==> config.mk <==
export PLATFORM = sky130hd
export DESIGN_NAME = paddle_ctrl_flat
export DESIGN_NICKNAME = d
export VERILOG_FILES = /design/src/rtl/paddle_ctrl_pkg.sv /design/src/rtl/paddle_ctrl_if.sv /design/src/rtl/paddle_ctrl_btn_debounce.sv /design/src/rtl/paddle_ctrl.sv /design/src/flat_wrapper.sv
export SDC_FILE = /design/constraint.sdc
export NUM_CORES = 1
export LEC_CHECK = 0
export ABC_AREA = 0
export CAP_MARGIN = 20
export CORE_MARGIN = 4
export CORE_UTILIZATION = 50
export CTS_CLUSTER_DIAMETER = 120
export CTS_CLUSTER_SIZE = 16
export DETAILED_ROUTE_END_ITERATION = 6
export HOLD_SLACK_MARGIN = 0.03
export PLACE_DENSITY = 0.72
export SLEW_MARGIN = 40
export SYNTH_ARGS = -nofsm -noshare
export SYNTH_HDL_FRONTEND = slang
export SYNTH_SLANG_ARGS = --single-unit
==> constraint.sdc <==
create_clock -name CLK -period 4.5 [get_ports CLK]
set_input_delay 0.9 -clock CLK [delete_from_list [all_inputs] [get_ports CLK]]
set_output_delay 0.9 -clock CLK [all_outputs]
set_load 0.1 [all_outputs]
==> src/rtl/paddle_ctrl_pkg.sv <==
// Shared pong constants, paddle FSM encoding
// and paddle travel limits.
package paddle_ctrl_pkg;

  localparam int SCR_W     = 32;
  localparam int SCR_H     = 20;
  localparam int PADDLE_H  = 6;
  localparam int BALL_W    = 1;
  localparam int BALL_H    = 1;
  localparam int MAX_SCORE = 9;

  typedef enum logic [1:0] {
    PS_IDLE = 2'd0,
    PS_UP   = 2'd1,
    PS_DN   = 2'd2
  } pad_st_t;

  function automatic logic [10:0] pad_min_f();
    return 11'd1;
  endfunction

  function automatic logic [10:0] pad_max_f(
    input int h,
    input int ph
  );
    return 11'(h - ph);
  endfunction

  function automatic logic [10:0] pad_mid_f(
    input int h,
    input int ph
  );
    return 11'((h - ph) >> 1);
  endfunction

  localparam logic [10:0] PAD_MIN = pad_min_f();
  localparam logic [10:0] PAD_MAX = pad_max_f(SCR_H, PADDLE_H);
  localparam logic [10:0] PAD_MID = pad_mid_f(SCR_H, PADDLE_H);

endpackage

==> src/rtl/paddle_ctrl_if.sv <==
// Player buttons in, clean levels, serve pulses
// and paddle positions out.
interface paddle_ctrl_if;

  logic        RAW_A_UP;
  logic        RAW_A_DOWN;
  logic        RAW_A_SERVE;
  logic        RAW_B_UP;
  logic        RAW_B_DOWN;
  logic        RAW_B_SERVE;
  logic        FREEZE;
  logic        RECENTER;
  logic        A_UP;
  logic        A_DOWN;
  logic        B_UP;
  logic        B_DOWN;
  logic        BUTTON_A;
  logic        BUTTON_B;
  logic [10:0] L_PADDLE_POSITION;
  logic [10:0] R_PADDLE_POSITION;

  modport master (
    output RAW_A_UP, RAW_A_DOWN, RAW_A_SERVE,
    output RAW_B_UP, RAW_B_DOWN, RAW_B_SERVE,
    output FREEZE, RECENTER,
    input  A_UP, A_DOWN, B_UP, B_DOWN,
    input  BUTTON_A, BUTTON_B,
    input  L_PADDLE_POSITION, R_PADDLE_POSITION
  );

  modport slave (
    input  RAW_A_UP, RAW_A_DOWN, RAW_A_SERVE,
    input  RAW_B_UP, RAW_B_DOWN, RAW_B_SERVE,
    input  FREEZE, RECENTER,
    output A_UP, A_DOWN, B_UP, B_DOWN,
    output BUTTON_A, BUTTON_B,
    output L_PADDLE_POSITION, R_PADDLE_POSITION
  );

endinterface

==> src/rtl/paddle_ctrl_btn_debounce.sv <==
// One button: 2-FF sync, stability debounce,
// and a rise pulse aligned with the level edge.
module btn_debounce #(
  parameter int DEB_CYCLES = 4
) (
  input  logic CLK,
  input  logic RST_N,
  input  logic RAW,
  output logic LEVEL,
  output logic RISE
);

  localparam int CW = $clog2(DEB_CYCLES + 1);
  localparam logic [CW-1:0] CMAX = CW'(DEB_CYCLES - 1);

  logic          r_s1;
  logic          r_s2;
  logic          r_lvl;
  logic          r_rise;
  logic [CW-1:0] r_cnt;

  // bring the async button into the clock domain
  always_ff @(posedge CLK or negedge RST_N) begin
    if (!RST_N) begin
      r_s1 <= 1'b0;
      r_s2 <= 1'b0;
    end else begin
      r_s1 <= RAW;
      r_s2 <= r_s1;
    end
  end

  // accept a change only after CMAX+1 stable cycles
  always_ff @(posedge CLK or negedge RST_N) begin
    if (!RST_N) begin
      r_cnt  <= '0;
      r_lvl  <= 1'b0;
      r_rise <= 1'b0;
    end else begin
      r_rise <= 1'b0;
      if (r_s2 == r_lvl) begin
        r_cnt <= '0;
      end else if (r_cnt == CMAX) begin
        r_cnt  <= '0;
        r_lvl  <= r_s2;
        r_rise <= r_s2;
      end else begin
        r_cnt <= r_cnt + 1'b1;
      end
    end
  end

  assign LEVEL = r_lvl;
  assign RISE  = r_rise;

endmodule

==> src/rtl/paddle_ctrl.sv <==
// Paddle front end: six debounced buttons,
// tick divider and two clamped paddle integrators.
module paddle_ctrl
  import paddle_ctrl_pkg::*;
#(
  parameter int SCR_H      = paddle_ctrl_pkg::SCR_H,
  parameter int PADDLE_H   = paddle_ctrl_pkg::PADDLE_H,
  parameter int DEB_CYCLES = 4,
  parameter int MOVE_DIV   = 8
) (
  input  logic         CLK,
  input  logic         RST_N,
  paddle_ctrl_if.slave bus
);

  localparam int TW = $clog2(MOVE_DIV);
  localparam logic [TW-1:0] TMAX = TW'(MOVE_DIV - 1);
  localparam logic [10:0] P_MIN = pad_min_f();
  localparam logic [10:0] P_MAX = pad_max_f(SCR_H, PADDLE_H);
  localparam logic [10:0] P_MID = pad_mid_f(SCR_H, PADDLE_H);

  logic [5:0]    w_raw;
  logic [5:0]    w_lvl;
  logic [5:0]    w_rise;
  logic [1:0]    w_up;
  logic [1:0]    w_dn;
  logic [1:0]    w_mv_up;
  logic [1:0]    w_mv_dn;
  logic          w_tick;
  logic [TW-1:0] r_tick_cnt;
  pad_st_t       r_st  [2];
  pad_st_t       w_nst [2];
  logic [10:0]   r_pos [2];

  assign w_raw = {bus.RAW_B_SERVE, bus.RAW_B_DOWN,
                  bus.RAW_B_UP,    bus.RAW_A_SERVE,
                  bus.RAW_A_DOWN,  bus.RAW_A_UP};

  for (genvar g = 0; g < 6; g++) begin : g_deb
    btn_debounce #(
      .DEB_CYCLES(DEB_CYCLES)
    ) u_deb (
      .CLK  (CLK),
      .RST_N(RST_N),
      .RAW  (w_raw[g]),
      .LEVEL(w_lvl[g]),
      .RISE (w_rise[g])
    );
  end

  assign w_up = {w_lvl[3], w_lvl[0]};
  assign w_dn = {w_lvl[4], w_lvl[1]};

  // free-running movement divider
  always_ff @(posedge CLK or negedge RST_N) begin
    if (!RST_N) r_tick_cnt <= '0;
    else if (r_tick_cnt == TMAX) r_tick_cnt <= '0;
    else r_tick_cnt <= r_tick_cnt + 1'b1;
  end

  assign w_tick = (r_tick_cnt == TMAX);

  // paddle FSM state registers
  always_ff @(posedge CLK or negedge RST_N) begin
    if (!RST_N) begin
      r_st[0] <= PS_IDLE;
      r_st[1] <= PS_IDLE;
    end else begin
      r_st[0] <= w_nst[0];
      r_st[1] <= w_nst[1];
    end
  end

  // direction from debounced levels; conflict idles
  always_comb begin
    for (int i = 0; i < 2; i++) begin
      w_nst[i] = PS_IDLE;
      unique case (1'b1)
        w_up[i] & ~w_dn[i]: w_nst[i] = PS_UP;
        w_dn[i] & ~w_up[i]: w_nst[i] = PS_DN;
        default:            w_nst[i] = PS_IDLE;
      endcase
    end
  end

  // decode state to move requests
  always_comb begin
    for (int i = 0; i < 2; i++) begin
      w_mv_up[i] = (r_st[i] == PS_UP);
      w_mv_dn[i] = (r_st[i] == PS_DN);
    end
  end

  // integrate on tick; recenter beats freeze
  always_ff @(posedge CLK or negedge RST_N) begin
    if (!RST_N) begin
      r_pos[0] <= P_MID;
      r_pos[1] <= P_MID;
    end else begin
      for (int i = 0; i < 2; i++) begin
        if (bus.RECENTER) begin
          r_pos[i] <= P_MID;
        end else if (!bus.FREEZE && w_tick) begin
          if (w_mv_up[i] && r_pos[i] > P_MIN)
            r_pos[i] <= r_pos[i] - 11'd1;
          else if (w_mv_dn[i] && r_pos[i] < P_MAX)
            r_pos[i] <= r_pos[i] + 11'd1;
        end
      end
    end
  end

  assign bus.A_UP     = w_lvl[0];
  assign bus.A_DOWN   = w_lvl[1];
  assign bus.B_UP     = w_lvl[3];
  assign bus.B_DOWN   = w_lvl[4];
  assign bus.BUTTON_A = w_rise[2];
  assign bus.BUTTON_B = w_rise[5];

  assign bus.L_PADDLE_POSITION = r_pos[0];
  assign bus.R_PADDLE_POSITION = r_pos[1];

endmodule

==> src/flat_wrapper.sv <==
// flat-port wrapper written by rule: the top's interface ports become plain ports
module paddle_ctrl_flat import paddle_ctrl_pkg::*;
#(
  parameter int SCR_H      = paddle_ctrl_pkg::SCR_H,
  parameter int PADDLE_H   = paddle_ctrl_pkg::PADDLE_H,
  parameter int DEB_CYCLES = 4,
  parameter int MOVE_DIV   = 8
)
  (CLK, RST_N, bus_RAW_A_UP, bus_RAW_A_DOWN, bus_RAW_A_SERVE, bus_RAW_B_UP, bus_RAW_B_DOWN, bus_RAW_B_SERVE, bus_FREEZE, bus_RECENTER, bus_A_UP, bus_A_DOWN, bus_B_UP, bus_B_DOWN, bus_BUTTON_A, bus_BUTTON_B, bus_L_PADDLE_POSITION, bus_R_PADDLE_POSITION);
  paddle_ctrl_if bus_i ();
  input  logic CLK;
  input  logic RST_N;
  input wire logic [$bits(bus_i.RAW_A_UP)-1:0] bus_RAW_A_UP;
  input wire logic [$bits(bus_i.RAW_A_DOWN)-1:0] bus_RAW_A_DOWN;
  input wire logic [$bits(bus_i.RAW_A_SERVE)-1:0] bus_RAW_A_SERVE;
  input wire logic [$bits(bus_i.RAW_B_UP)-1:0] bus_RAW_B_UP;
  input wire logic [$bits(bus_i.RAW_B_DOWN)-1:0] bus_RAW_B_DOWN;
  input wire logic [$bits(bus_i.RAW_B_SERVE)-1:0] bus_RAW_B_SERVE;
  input wire logic [$bits(bus_i.FREEZE)-1:0] bus_FREEZE;
  input wire logic [$bits(bus_i.RECENTER)-1:0] bus_RECENTER;
  output wire logic [$bits(bus_i.A_UP)-1:0] bus_A_UP;
  output wire logic [$bits(bus_i.A_DOWN)-1:0] bus_A_DOWN;
  output wire logic [$bits(bus_i.B_UP)-1:0] bus_B_UP;
  output wire logic [$bits(bus_i.B_DOWN)-1:0] bus_B_DOWN;
  output wire logic [$bits(bus_i.BUTTON_A)-1:0] bus_BUTTON_A;
  output wire logic [$bits(bus_i.BUTTON_B)-1:0] bus_BUTTON_B;
  output wire logic [$bits(bus_i.L_PADDLE_POSITION)-1:0] bus_L_PADDLE_POSITION;
  output wire logic [$bits(bus_i.R_PADDLE_POSITION)-1:0] bus_R_PADDLE_POSITION;
  assign bus_i.RAW_A_UP = bus_RAW_A_UP;
  assign bus_i.RAW_A_DOWN = bus_RAW_A_DOWN;
  assign bus_i.RAW_A_SERVE = bus_RAW_A_SERVE;
  assign bus_i.RAW_B_UP = bus_RAW_B_UP;
  assign bus_i.RAW_B_DOWN = bus_RAW_B_DOWN;
  assign bus_i.RAW_B_SERVE = bus_RAW_B_SERVE;
  assign bus_i.FREEZE = bus_FREEZE;
  assign bus_i.RECENTER = bus_RECENTER;
  assign bus_A_UP = bus_i.A_UP;
  assign bus_A_DOWN = bus_i.A_DOWN;
  assign bus_B_UP = bus_i.B_UP;
  assign bus_B_DOWN = bus_i.B_DOWN;
  assign bus_BUTTON_A = bus_i.BUTTON_A;
  assign bus_BUTTON_B = bus_i.BUTTON_B;
  assign bus_L_PADDLE_POSITION = bus_i.L_PADDLE_POSITION;
  assign bus_R_PADDLE_POSITION = bus_i.R_PADDLE_POSITION;
  paddle_ctrl #(.SCR_H(SCR_H), .PADDLE_H(PADDLE_H), .DEB_CYCLES(DEB_CYCLES), .MOVE_DIV(MOVE_DIV)) u_core (.CLK(CLK), .RST_N(RST_N), .bus(bus_i));
endmodule
==> results of run 1 <==
-- synth_stat cells (all sizes together), types with 2 or more instances --
master | number | area (um2)
dfrtp | 61 | 1530
nor2b | 25 | 156
nor2 | 23 | 86.3
a21oi | 19 | 98.9
nor3 | 18 | 106
mux2 | 16 | 180
ha | 14 | 175
nand4 | 10 | 62.6
nor3b | 10 | 75.1
nand3 | 9 | 45.0
xnor2 | 9 | 78.8
clkbuf | 7 | 26.3
dfstp | 6 | 158
inv | 6 | 22.5
nand2 | 6 | 22.5
or3 | 6 | 37.5
buf | 5 | 36.3
mux2i | 5 | 50.1
o21ai | 5 | 25.0
a21o | 4 | 30.0
a41oi | 4 | 50.1
nand2b | 4 | 25.0
nor4 | 4 | 46.3
a41o | 3 | 31.3
or3b | 3 | 26.3
a311o | 2 | 20.0
and3b | 2 | 17.5
nand3b | 2 | 15.0
nand4b | 2 | 17.5
o21bai | 2 | 15.0
or4 | 2 | 15.0
-- worst max-delay path: cells and delay by family --
family                 cells  cell delay [ns]
and+or+nand+nor            1             0.57
AOI/OAI and AO/OA          3             0.69
buffers and inverters      2             0.77
-- worst paths after layout --
kind | start | to | slack, ns
worst max-delay path | bus_RECENTER | u_core.bus.L_PADDLE_POSITION[7] | 1.80
worst min-delay path | u_core.g_deb[3].u_deb.r_s1 | u_core.g_deb[3].u_deb.r_s2 | 0.35
worst max register to register | u_core.bus.L_PADDLE_POSITION[1] | u_core.bus.L_PADDLE_POSITION[7] | 1.83
worst min register to register | u_core.g_deb[3].u_deb.r_s1 | u_core.g_deb[3].u_deb.r_s2 | 0.35
max in group asynchronous | RST_N | u_core.bus.L_PADDLE_POSITION[2] | 3.17
min in group asynchronous | RST_N | u_core.g_deb[2].u_deb.r_s1 | 0.55
-- routing by layer --
layer / GRT usage, % / wire length (um) / up-vias
li1: - / - / 1172
met1: 21.7 / 2820 / 1185
met2: 26.6 / 2960 / 61
met3: 4.09 / 255 / 10
met4: 8.30 / 107 / 0
met5: 0 / 0 / -
-- power groups by stage --
| stage | combinational (mW) | sequential, mW | clock [mW] |
|---|---|---|---|
| 2_1_floorplan | 0.541 | 1.31 | 0 |
| 3_3_place_gp | 1.16 | 0.919 | 0 |
| 3_5_place_dp | 1.12 | 0.924 | 0 |
| 4_1_cts | 1.13 | 0.913 | 0.622 |
| 5_1_grt | 1.21 | 0.943 | 0.650 |
| 6_report | 1.12 | 0.913 | 0.603 |
-- final cells by class --
| class | instances | area [um2] |
|---|---|---|
| multi-input cells | 217 | 1570 |
| repair buffers | 39 | 243 |
| clock inverters | 4 | 97.6 |
| flip-flops and latches | 67 | 1680 |
| fillers | 543 | 2560 |
| well taps | 77 | 96.3 |
| inverters | 6 | 22.5 |
| clock buffers | 12 | 145 |
-- placed cells by master (no fill, tap or decap), types with 8 or more instances in the layout --
cell type / instances
sky130_fd_sc_hd__a21oi_1: 18
sky130_fd_sc_hd__buf_2: 28
sky130_fd_sc_hd__clkbuf_8: 10
sky130_fd_sc_hd__clkdlybuf4s50_1: 8
sky130_fd_sc_hd__dfrtp_1: 61
sky130_fd_sc_hd__ha_1: 14
sky130_fd_sc_hd__mux2_2: 15
sky130_fd_sc_hd__nand3_1: 9
sky130_fd_sc_hd__nand4_1: 10
sky130_fd_sc_hd__nor2_1: 23
sky130_fd_sc_hd__nor2b_1: 25
sky130_fd_sc_hd__nor3_1: 16
sky130_fd_sc_hd__nor3b_1: 10
sky130_fd_sc_hd__xnor2_1: 9
-- per-stage QoR --
| stage | instance area, um2 | util, % | instances |
|---|---|---|---|
| 5_1_grt | 3860 | 60.1 | 422 |
| 6_report | 3860 | 60.1 | 422 |
| 2_1_floorplan | 3340 | - | 302 |
| 3_5_place_dp | 3620 | 56.3 | 406 |
| 4_1_cts | 3860 | 60.1 | 422 |
| 3_3_place_gp | 3750 | 58.5 | 406 |
-- logic make-up (layout without fill, tap and decap cells) --
| family | count (synthesis) | count (layout) | share of synthesized area [%] |
|---|---|---|---|
| compound gates | 43 | 43 | 9.06 |
| buf+inv | 18 | 61 | 2.55 |
| mux | 21 | 21 | 6.89 |
| xor+xnor | 9 | 9 | 2.36 |
| flops | 67 | 67 | 50.4 |
| fa+ha+maj | 14 | 14 | 5.24 |
| simple gates | 130 | 130 | 23.5 |
-- state kept, by name (all words and copies together), names as in the netlist, 3 cells and up --
register and cells:
u_core.g_deb.u_deb.LEVEL 6, u_core.bus.L_PADDLE_POSITION 11, u_core.g_deb.u_deb.r_s2 6, u_core.bus.R_PADDLE_POSITION 11
u_core.g_deb.u_deb.r_cnt 18, u_core.r_st 4, u_core.g_deb.u_deb.r_s1 6, u_core.r_tick_cnt 3
==> metrics.md, run 1 <==
| Metric | Value |
|---|---|
| Result of the run | `completed` |
| Global routing usage summed across all routing layers | `16.8%` |
| Hold bufs inserted after CTS | `0` |
| Total standard cell area after synthesis | `0.00334 mm2` |
| Detailed-route wire length | `6140 um` |
| Power per cell area | `683 mW/mm2` |
| Clock network fraction of design power | `22.9%` |
| Yosys warning total | `0` |
| Number of global-route vias before repair | `2461` |
| CTS tree | `built` |
| Detail-routed net length per standard cell | `14.5 um` |
| Layout cell share with drive strength beyond 1 | `21.4%` |
| Total power of the final layout | `2.64 mW` |
| Crit path setup slack, layout | `1.80 ns` |
| Top fanout value on the critical path | `36` |
| Syn_area_per_cell | `11.1 um2` |
| Buffers from clock root to sink, at most | `2` |
| Total DRC errors in the routed layout | `0` |
| Clock latency on the worst-skew pair | `0.33 ns` |
| Sequential Power Share | `34.6%` |
| First drt pass iteration count | `4` |
| Longest individual stage delay on the worst path | `0.57 ns` |
| Count of endpoints failing setup in the final report | `0` |
| Clock buffer count from CTS | `9` |
| GRT overflow | `0` |
| Number of cells produced by synthesis | `302` |
| Number of distinct library cells after synthesis | `49` |
| CTS sink count | `67` |
| Share of the clock period used by the worst path after layout | `60.0%` |
| Critical Path, Cell by Cell | `clkdlybuf4s50_1 > buf_4 > a21oi_1 > a21o_1 > or4_1 > a21oi_1` |
| Cell type with the highest occurrence count on the critical path | `sky130_fd_sc_hd__a21oi_1` |
| Switch share | `44.4%` |
| Sequential share of the synthesized area | `50.4%` |
| Design internal power | `1.47 mW` |
| Power share of the combinational group | `42.5%` |
| Net count, final | `364` |
| Std-Cell Core Area | `0.00642 mm2` |
| Minimum setup slack after placement | `1.50 ns` |
| Hold path cells | `0` |
| Clock transition at the register clock pins on the worst setup and hold paths after CTS | `0.07 ns` |
| Required time at the endpoint of the critical path | `4.76 ns` |
| Static Leakage | `1.75 nW` |
| Number of max-capacitance violations reported | `0` |
| Number of enable-type register cells in the synthesized netlist | `0` |
| Number of pins with negative max-slew slack in the final report | `0` |
| Final critical path time including I/O delays and setup | `2.70 ns` |
| Ports | `38` |
| Starting Density | `52.0%` |
| Via count | `2428` |
| Area growth from synthesis to layout | `15.5%` |
| Root cell of the clock tree | `sky130_fd_sc_hd__clkbuf_8` |
| Worst slew margin | `63.5%` |
| Measured slew at the worst slew-check pin | `0.548 ns` |
| Maximum number of pins on one net before global-route repair | `46` |
| Clock Skew | `0.00852 ns` |
| Critical Setup Path Class | `in -> reg` |
| Number of hold violations in the final report | `0` |
| Number of cells upsized or downsized after cts | `0` |
| Unrepaired setup endpoints after global routing | `false` |
| Standard cell with the maximum stage delay on the critical path | `sky130_fd_sc_hd__or4_1` |
| DR iter-0 viols | `94` |
| Remaining antenna violation count after routing | `0` |
| Type of the most critical hold path | `reg -> reg` |
| Number of synthesized register bits | `67` |
| Half-perimeter wire length of the detailed placement result | `4290 um` |
| Buffers inserted during post-CTS setup optimization | `0` |
| Share of flip-flops with an asynchronous set or reset after synthesis | `100%` |
| Kind of capture point of the worst setup path | `flip-flop` |
| Fmax | `371 MHz` |
| TNS Setup | `0 ns` |
| Number of inserted diodes | `0` |
| Number of vias per cell | `5.75` |
| Logic depth of the worst register-to-register path | `7` |
| Floorplan die width | `89.7 um` |
| Number of antenna violations at the first check in global routing | `0` |
| Net switching power | `1.17 mW` |
| Worst setup SP type | `input pin` |
| Total nets after synthesis | `326` |
| Wire length of the first global-routing pass | `11200 um` |
| Dominant register cell in the synthesized netlist | `sky130_fd_sc_hd__dfrtp_1` |
| Data arrival time of the critical path | `2.95 ns` |
| Overall die height | `89.7 um` |
| Number of port buffers | `37` |
| Overall die area | `0.00805 mm2` |
| Maximum resistive drop on vdd | `449 uV` |
| CTS H-tree lvls | `3` |
| Total number of placement rows | `29` |
| Worst hold slack | `0.349 ns` |
| Routability Congestion | `0.905` |
No activity file was read; power rests on OpenSTA's default activity.
==> run 2: changes to the inputs <==
--- a/config.mk
+++ b/config.mk
@@ -13,7 +13,7 @@
 export CTS_CLUSTER_SIZE = 16
 export DETAILED_ROUTE_END_ITERATION = 6
 export HOLD_SLACK_MARGIN = 0.03
-export PLACE_DENSITY = 0.72
+export PLACE_DENSITY = 0.75
 export SLEW_MARGIN = 40
 export SYNTH_ARGS = -nofsm -noshare
 export SYNTH_HDL_FRONTEND = slang
==> constraint.sdc (replaced) <==
create_clock -name CLK -period 2.3 [get_ports CLK]
set_input_delay 0.46 -clock CLK [delete_from_list [all_inputs] [get_ports CLK]]
set_output_delay 0.46 -clock CLK [all_outputs]
set_load 0.1 [all_outputs]
==> run 2 against run 1 <==
Against the previous run:
- register-to-register slack got worse by 1.8 ns
- wire length increased by 11%
- non-clock buffer count increased by 19
- final cell count increased by 4.5%
- utilization increased by 7.4 points
- largest cell class unchanged
- highest routed layer unchanged
==> metrics.md, run 2 (synthesized netlist as in run 1, its figures left out) <==
| Metric | Value |
|---|---|
| Number of buffers and inverters on the critical path | `1` |
| Detailed-route wire length | `6810 um` |
| Data arrival time of the critical path | `2.47 ns` |
| Maximum number of pins on one net before global-route repair | `55` |
| Clock latency on the worst-skew pair | `0.34 ns` |
| Longest individual stage delay on the worst path | `0.48 ns` |
| TNS Setup | `0 ns` |
| Minimum setup slack after placement | `-0.00107 ns` |
| Detail-routed net length per standard cell | `15.4 um` |
| First drt pass iteration count | `6` |
| Starting Density | `52.0%` |
| Area growth from synthesis to layout | `29.7%` |
| Worst R2R End | `u_core.bus.R_PADDLE_POSITION[6]` |
| Final critical path time including I/O delays and setup | `2.24 ns` |
| Most common cell after layout, fill and taps aside | `sky130_fd_sc_hd__dfrtp_1` |
| DR iter-0 viols | `157` |
| Power per cell area | `1320 mW/mm2` |
| Overall die height | `89.7 um` |
| Slack of the worst reg-to-reg path | `0.06 ns` |
| Count of endpoints failing setup in the final report | `0` |
| Share of the clock period used by the worst path after layout | `97.3%` |
| Wire length of the first global-routing pass | `12300 um` |
| Routability Congestion | `0.852` |
| Worst setup SP type | `flip-flop` |
| Clock Skew | `0.00791 ns` |
| Global routing usage summed across all routing layers | `18.4%` |
| Clock transition at the register clock pins on the worst setup and hold paths after CTS | `0.08 ns` |
| Number of antenna violations at the first check in global routing | `0` |
| Result of the run | `completed` |
| Number of max-capacitance violations reported | `0` |
| Kind of capture point of the worst setup path | `flip-flop` |
| Number of pins with negative max-slew slack in the final report | `0` |
| Required time at the endpoint of the critical path | `2.53 ns` |
| Commonest cells after routing, fill and taps aside | `sky130_fd_sc_hd__dfrtp_1, sky130_fd_sc_hd__buf_4, sky130_fd_sc_hd__nor2b_1` |
| Total number of placement rows | `29` |
| Logic depth of the worst register-to-register path | `7` |
| Fmax | `447 MHz` |
| Top fanout value on the critical path | `3` |
| Number of port buffers | `37` |
| CTS tree | `built` |
| Startpoint of the tightest hold check path | `u_core.g_deb[3].u_deb.r_s1` |
| CP top delay family | `simple AND/OR/NAND/NOR gates` |
| Worst hold slack | `0.349 ns` |
| Measured slew at the worst slew-check pin | `0.448 ns` |
| Number of inserted diodes | `0` |
| Net count, final | `383` |
| Utilization after layout | `67.5%` |
| CTS sink count | `67` |
| Worst hold path endpoint | `u_core.g_deb[3].u_deb.r_s2` |
| Overall die area | `0.00805 mm2` |
| Total DRC errors in the routed layout | `0` |
| Critical Setup Path Class | `reg -> reg` |
| Static Leakage | `1.87 nW` |
| Std-Cell Core Area | `0.00642 mm2` |
| Half-perimeter wire length of the detailed placement result | `4900 um` |
| Number of flip-flops in the largest register | `18` |
| Number of hold violations in the final report | `0` |
| Standard cell with the maximum stage delay on the critical path | `sky130_fd_sc_hd__dfstp_4` |
| Buffers from clock root to sink, at most | `2` |
| Maximum resistive drop on vdd | `877 uV` |
| Number of fill cells | `486` |
| Crit path setup slack, layout | `0.0611 ns` |
| Largest register by flop count | `u_core.g_deb.u_deb.r_cnt` |
| Unrepaired setup endpoints after global routing | `true` |
| Clock buffer count from CTS | `9` |
| Ports | `38` |
| Critical R2R Launch | `u_core.bus.R_PADDLE_POSITION[0]` |
| Hold path cells | `0` |
| Root cell of the clock tree | `sky130_fd_sc_hd__clkbuf_8` |
| Type of the most critical hold path | `reg -> reg` |
| Worst slew margin | `69.8%` |
| Critical Path, Cell by Cell | `inv_4 > ha_4 > or3b_1 > a311o_1 > or3_4 > a21oi_2 > mux2_2` |
| Layout cell share with drive strength beyond 1 | `34.9%` |
| Number of vias per cell | `5.74` |
| Remaining antenna violation count after routing | `0` |
| GRT overflow | `0` |
| Via count | `2532` |
| Floorplan die width | `89.7 um` |
| CTS H-tree lvls | `3` |
| Number of global-route vias before repair | `2611` |
## run 2: repair_timing
item	CTS	global route
hold endpoints to repair	9	0
buffers inserted	0	0
gates cloned	0	0
hold buffers	1	0
pin swaps	0	1
endpoints found under the setup margin	1	3
gates resized for setup	2	3
## run 2: how the worst max path moves through the flow
stage | startpoint | endpoint | slack [ns] | cells after the start
after floorplan | u_core.bus.L_PADDLE_POSITION[1] | u_core.bus.L_PADDLE_POSITION[9] | -0.20 | 8
after global placement | u_core.bus.R_PADDLE_POSITION[0] | u_core.bus.R_PADDLE_POSITION[6] | 0.06 | 7
after detailed placement | u_core.bus.R_PADDLE_POSITION[0] | u_core.bus.R_PADDLE_POSITION[6] | -0.001 | 7
after CTS | u_core.bus.R_PADDLE_POSITION[0] | u_core.bus.R_PADDLE_POSITION[6] | 0.009 | 7
after global routing | u_core.bus.R_PADDLE_POSITION[1] | u_core.bus.R_PADDLE_POSITION[10] | -0.01 | 6
final | u_core.bus.R_PADDLE_POSITION[0] | u_core.bus.R_PADDLE_POSITION[6] | 0.06 | 7
## run 2: power by group
part / switching (mW) / internal (mW)
clock: 0.465 / 0.725
sequential: 0.306 / 1.52
combinational: 1.72 / 0.980
total: 2.49 / 3.22
## run 2: cell type report
cell class | count | area (um2) | share of cell area [%]
clock buffer | 10 | 128 | 2.94
multi-input combinational | 217 | 1710 | 39.5
sequential | 67 | 1730 | 40.0
tap | 77 | 96.3 | 2.22
clock inverter | 6 | 113 | 2.60
inverter | 6 | 30.0 | 0.693
timing repair buffer | 58 | 522 | 12.0
## run 2: stage by stage
stage | std cells | instance area, um2 | power, mW
after detailed placement | 424 | 4070 | 4.52
after global routing | 441 | 4330 | 6.05
after CTS | 441 | 4320 | 5.75
after floorplan | 302 | 3550 | 3.83
final | 441 | 4330 | 5.72
after global placement | 424 | 4070 | 4.45
## run 2: layer usage
metal | routed length [um] | GRT usage [%]
met5 | 0 | 0
met4 | 124 | 8.68
met3 | 333 | 3.67
met2 | 3360 | 28.9
met1 | 2990 | 24.5
